==> src/rtl/ps2_host_tx.sv <==
// rtl/ps2_host_tx.sv - PS/2 host-to-device command byte transmitter
module ps2_host_tx #(
  parameter int INHIBIT_CYCLES = 5000,
  parameter int SETUP_CYCLES   = 50,
  parameter int TIMEOUT_CYCLES = 1000000
) (
  input  logic       clock_i,
  input  logic       reset_i,
  input  logic [7:0] tx_data_i,
  input  logic       tx_start_i,
  input  logic       ps2_clock_in_i,
  input  logic       ps2_data_in_i,
  output logic       ps2_clock_oe_o,
  output logic       ps2_data_oe_o,
  output logic       tx_busy_o,
  output logic       tx_done_o,
  output logic       tx_error_o
);

  localparam int PHASE_MAX = (INHIBIT_CYCLES > SETUP_CYCLES) ? INHIBIT_CYCLES : SETUP_CYCLES;
  localparam int PW        = $clog2(PHASE_MAX + 1);
  localparam int TW        = $clog2(TIMEOUT_CYCLES + 1);

  localparam logic [PW-1:0] INHIBIT_LAST = PW'(INHIBIT_CYCLES - 1);
  localparam logic [PW-1:0] SETUP_LAST   = PW'(SETUP_CYCLES - 1);
  localparam logic [TW-1:0] TIMEOUT_LAST = TW'(TIMEOUT_CYCLES - 1);

  typedef enum logic [2:0] {
    S_IDLE,
    S_INHIBIT,
    S_START,
    S_SEND,
    S_WAIT_RELEASE
  } state_e;

  state_e        state_q, state_d;

  logic          clk_meta_q, clk_sync_q, clk_prev_q;
  logic          dat_meta_q, dat_sync_q;

  logic [PW-1:0] phase_q, phase_d;
  logic [TW-1:0] timeout_q, timeout_d;
  logic [3:0]    edge_q, edge_d;
  logic [7:0]    byte_q, byte_d;
  logic          parity_q, parity_d;
  logic          data_oe_q, data_oe_d;
  logic          done_q, done_d;
  logic          error_q, error_d;

  logic          fall;
  logic          timeout_hit;
  logic          lines_idle;
  logic [3:0]    edge_next;

  // A device clock falling edge is a 1 -> 0 step of the synchronised clock
  assign fall        = clk_prev_q & ~clk_sync_q;
  assign lines_idle  = clk_sync_q & dat_sync_q;
  assign edge_next   = edge_q + 4'd1;
  // The counter's next value would reach the limit; a falling edge always wins
  assign timeout_hit = ~fall & (timeout_q == TIMEOUT_LAST);

  // Two-flop synchronisers, idle-line value 1, plus a delayed clock copy for edge detection
  always_ff @(posedge clock_i or posedge reset_i) begin
    if (reset_i) begin
      clk_meta_q <= 1'b1;
      clk_sync_q <= 1'b1;
      clk_prev_q <= 1'b1;
      dat_meta_q <= 1'b1;
      dat_sync_q <= 1'b1;
    end else begin
      clk_meta_q <= ps2_clock_in_i;
      clk_sync_q <= clk_meta_q;
      clk_prev_q <= clk_sync_q;
      dat_meta_q <= ps2_data_in_i;
      dat_sync_q <= dat_meta_q;
    end
  end

  // FSM state register
  always_ff @(posedge clock_i or posedge reset_i) begin
    if (reset_i) begin
      state_q <= S_IDLE;
    end else begin
      state_q <= state_d;
    end
  end

  // FSM next-state: fixed-length inhibit/setup phases, then edge-driven frame
  always_comb begin
    state_d = state_q;
    case (state_q)
      S_IDLE: begin
        if (tx_start_i) state_d = S_INHIBIT;
      end
      S_INHIBIT: begin
        if (phase_q == INHIBIT_LAST) state_d = S_START;
      end
      S_START: begin
        if (phase_q == SETUP_LAST) state_d = S_SEND;
      end
      S_SEND: begin
        if (fall && (edge_next == 4'd11)) begin
          state_d = dat_sync_q ? S_IDLE : S_WAIT_RELEASE;
        end else if (timeout_hit) begin
          state_d = S_IDLE;
        end
      end
      S_WAIT_RELEASE: begin
        if (lines_idle || timeout_hit) state_d = S_IDLE;
      end
      default: state_d = S_IDLE;
    endcase
  end

  // Datapath next-state: counters, latched byte, bit being driven, result pulses
  always_comb begin
    phase_d   = '0;
    timeout_d = timeout_q;
    edge_d    = edge_q;
    byte_d    = byte_q;
    parity_d  = parity_q;
    data_oe_d = data_oe_q;
    done_d    = 1'b0;
    error_d   = 1'b0;
    case (state_q)
      S_IDLE: begin
        if (tx_start_i) begin
          byte_d   = tx_data_i;
          parity_d = ~^tx_data_i;
        end
      end
      S_INHIBIT: begin
        if (state_d == S_INHIBIT) phase_d = phase_q + 1'b1;
      end
      S_START: begin
        if (state_d == S_START) begin
          phase_d = phase_q + 1'b1;
        end else begin
          // Start bit stays on the line while the clock is released
          data_oe_d = 1'b1;
          edge_d    = 4'd0;
          timeout_d = '0;
        end
      end
      S_SEND: begin
        if (fall) begin
          edge_d    = edge_next;
          timeout_d = '0;
          case (edge_next)
            4'd9:    data_oe_d = ~parity_q;
            4'd10:   data_oe_d = 1'b0;
            4'd11:   data_oe_d = 1'b0;
            default: data_oe_d = ~byte_q[edge_q[2:0]];
          endcase
          if ((edge_next == 4'd11) && dat_sync_q) error_d = 1'b1;
        end else if (timeout_hit) begin
          error_d = 1'b1;
        end else begin
          timeout_d = timeout_q + 1'b1;
        end
      end
      S_WAIT_RELEASE: begin
        if (lines_idle) begin
          done_d = 1'b1;
        end else if (fall) begin
          timeout_d = '0;
        end else if (timeout_hit) begin
          error_d = 1'b1;
        end else begin
          timeout_d = timeout_q + 1'b1;
        end
      end
      default: ;
    endcase
  end

  // Datapath registers
  always_ff @(posedge clock_i or posedge reset_i) begin
    if (reset_i) begin
      phase_q   <= '0;
      timeout_q <= '0;
      edge_q    <= 4'd0;
      byte_q    <= 8'd0;
      parity_q  <= 1'b0;
      data_oe_q <= 1'b0;
      done_q    <= 1'b0;
      error_q   <= 1'b0;
    end else begin
      phase_q   <= phase_d;
      timeout_q <= timeout_d;
      edge_q    <= edge_d;
      byte_q    <= byte_d;
      parity_q  <= parity_d;
      data_oe_q <= data_oe_d;
      done_q    <= done_d;
      error_q   <= error_d;
    end
  end

  // FSM outputs: line drives decoded from state so reset releases them at once
  always_comb begin
    ps2_clock_oe_o = 1'b0;
    ps2_data_oe_o  = 1'b0;
    tx_busy_o      = (state_q != S_IDLE);
    tx_done_o      = done_q;
    tx_error_o     = error_q;
    case (state_q)
      S_INHIBIT: begin
        ps2_clock_oe_o = 1'b1;
      end
      S_START: begin
        ps2_clock_oe_o = 1'b1;
        ps2_data_oe_o  = 1'b1;
      end
      S_SEND: begin
        ps2_data_oe_o = data_oe_q;
      end
      default: ;
    endcase
  end

endmodule

==> config.mk <==
export PLATFORM = sky130hd
export DESIGN_NAME = ps2_host_tx
export DESIGN_NICKNAME = d
export VERILOG_FILES = /design/src/rtl/ps2_host_tx.sv
export SDC_FILE = /design/constraint.sdc
export NUM_CORES = 1
export LEC_CHECK = 0
export ABC_CLOCK_PERIOD_IN_PS = 4770
export CORE_MARGIN = 5
export CORE_UTILIZATION = 30
export DETAILED_ROUTE_END_ITERATION = 16
export PLACE_DENSITY_LB_ADDON = 0.25
export SKIP_LAST_GASP = 1
export SLEW_MARGIN = 5
export SYNTH_ARGS = -nofsm -noshare
export SYNTH_HDL_FRONTEND = slang
export SYNTH_SLANG_ARGS = --single-unit
==> constraint.sdc <==
create_clock -name clock_i -period 4.77 [get_ports clock_i]
set_input_delay 0.7155 -clock clock_i [delete_from_list [all_inputs] [get_ports clock_i]]
set_output_delay 0.7155 -clock clock_i [all_outputs]
set_load 0.03 [all_outputs]
==> qor.yml <==
final_max_slew_viol_count: 0
placed_area_um2: 3640
cts_resized: 0
ys_ff_latch: 57
max_slew.worst_pin.slew_ns: 0.752
skew_ns: 0.0121
power.leakage_uw: 0.00149
drt_iter0_markers: 228
synth-async-reset-ratio_pct: 100
synth_top_area_cell: "dfrtp_1"
numPortBuffers: 17
avgSynthCellArea_um2: 9.90
drive_above_1_share_pct: 15.7
diodes: 0
clockBufferDepth: 2
place_ws_ns: 2.15
synth_common_cells: "dfrtp_1, nor2_1, nand2_1"
finalCriticalPeriod_ns: 2.82
synthDistinctLibCells: 60
fin_nets: 372
startpoint_type: "register"
grt_max_degree: 36
ant_nets: 0
arrival_ns: 2.10
design_area_um2: 3810
dr.pass1.iters: 4
globalplace.congestion: 0.867
syn_area_um2: 3350
postCtsSetupRepairBufs: 0
syn2layout_area_growth_pct: 14.0
worst_slack_ns: 1.95
max_cap_viol_count: 0
cts.sinks: 57
synth_cells: 338
viasPerCell: 5.31
ys_warn_count: 0
synth.net_count: 358
power_density_nw_per_um2: 291
globalRouteOverflowTotal: 0
synth_most_common_cell: "dfrtp_1"
wl_um: 7400
hold_class: "reg -> reg"
root_buffer: "clkbuf_8"
required_ns: 4.05
synth_edf_count: 0
fmax_ghz: 0.355
netlist.area_leader.share_pct: 38.9
status: "complete, no violations"
antenna_found_initial: 0
setup_viol: 0
fin_hold_ws_ns: 0.360
dp_hpwl_um: 5230
drcViolationCount: 0
grt_pass1_wl_um: 12800
yosysSeqAreaShare_pct: 42.8
vias: 2639
grt.total_usage_pct: 12.0
grt_pass1_vias: 2619
die_h_um: 116
core_area_um2: 10900
clk_pin_slew_ns: 0.08
numCtsBuffers: 9
synthFlopType: "dfrtp_1"
crit_fanout: 17
h-tree-depth: 3
cp-end-kind: "primary output"
die_area_um2: 13400
start_util_pct: 30.7
clock_latency_ns: 0.35
tns_ns: 0
path_class: "reg -> out"
die_w_um: 116
cts-hold-fix-buffers: 0
cts_tree: "built"
ir_worst_vdd_mv: 0.125
rsz0062_at_grt: "false"
pin_count: 18
finalCritPeriodShare_pct: 59.1
yosys-top-cells-area: "dfrtp_1, o41ai_1, dfstp_2"
row_count: 38
routedWlPerCell_um: 14.9
slew_headroom_pct: 49.8
hold_viol_final: 0
## per-layer routing
layer  track usage [%]  vias up  wire length (um)  share of wire [%]
met5                 0        -                 0                  0
met4              5.87        0               138                1.9
met3              2.51       10               267                3.6
met2              18.4       47              3380                 46
met1              16.2     1277              3610                 49
li1                  -     1305                 -                  -
## worst paths after layout
| kind | cells after the start | to | slack, ns | start |
|---|---|---|---|---|
| max | 3 | ps2_data_oe_o | 1.95 | state_q[0]$_DFF_PP0_ |
| min | 0 | dat_sync_q$_DFF_PP1_ | 0.36 | dat_meta_q$_DFF_PP1_ |
| max reg2reg | 6 | timeout_q[9]$_DFFE_PP0P_ | 2.12 | clk_prev_q$_DFF_PP1_ |
| min reg2reg | 0 | dat_sync_q$_DFF_PP1_ | 0.36 | dat_meta_q$_DFF_PP1_ |
| max in group asynchronous | 3 | clk_prev_q$_DFF_PP1_ | 3.11 | reset_i |
| min in group asynchronous | 2 | phase_q[5]$_DFF_PP0_ | 0.82 | reset_i |
## critical path: stages (launching register included)
cell and delay (ns):
dfrtp_1 0.65, inv_1 0.27, o21a_1 0.24, clkdlybuf4s50_1 0.58
## cells by family (layout without fill, tap and decap cells)
| group | after synthesis | after routing | synth area share (%) |
|---|---|---|---|
| adder cells (fa/ha/maj) | 7 | 7 | 2.62 |
| multiplexers | 12 | 12 | 4.67 |
| AO/OA/AOI/OAI | 83 | 83 | 19.1 |
| flip-flops | 57 | 57 | 42.8 |
| AND/OR/NAND/NOR | 134 | 134 | 22.4 |
| XOR/XNOR | 18 | 18 | 4.71 |
| buffers and inverters | 27 | 46 | 3.59 |
## report_power, final
group	switching (uW)	total (uW)	internal, uW
Combinational	61.7	127	65.4
Clock	220	411	191
Sequential	47.4	573	525
## per-stage QoR
| stage | util (%) | total power [uW] | cells |
|---|---|---|---|
| after global routing | 35.0 | 1170 | 497 |
| after CTS | 35.0 | 1130 | 497 |
| after global placement | 33.4 | 706 | 481 |
| after detailed placement | 33.4 | 709 | 481 |
| after floorplan | - | 666 | 338 |
| final | 35.0 | 1110 | 497 |
## registers in the layout, indices dropped and copies added, names as in the netlist
name,cells
edge_q,4
clk_sync_q,1
timeout_q,20
phase_q,13
dat_meta_q,1
data_oe_q,1
parity_q,1
byte_q,8
clk_prev_q,1
clk_meta_q,1
state_q,3
tx_done_o,1
tx_error_o,1
dat_sync_q,1
## layout make-up
type,instances,area (um2)
fillers,1079,7070
multi-input cells,254,1800
flip-flops and latches,57,1430
repair buffers,20,193
well taps,140,175
clock buffers,9,124
clock inverters,7,55.1
inverters,10,37.5
## cell usage in the layout, fill, tap and decap left out, types with 3 or more instances in the layout
cell type,instances
nor2_1,28
and3_1,8
dfstp_2,5
o41ai_1,16
nor4_2,3
a31oi_1,5
o31ai_1,4
o21ai_0,8
or3_1,4
o211ai_1,5
xnor2_1,12
a21oi_1,15
nand3_1,17
nand4_1,6
ha_1,7
xor2_1,6
nor3_1,4
mux2_2,9
nand2_1,26
inv_1,9
clkinv_4,3
buf_4,3
nor4_1,4
and2_1,7
o31ai_2,10
clkbuf_8,9
nand2b_1,7
dfrtp_1,52
clkdlybuf4s50_1,17
(Power assumes the default switching activity.)
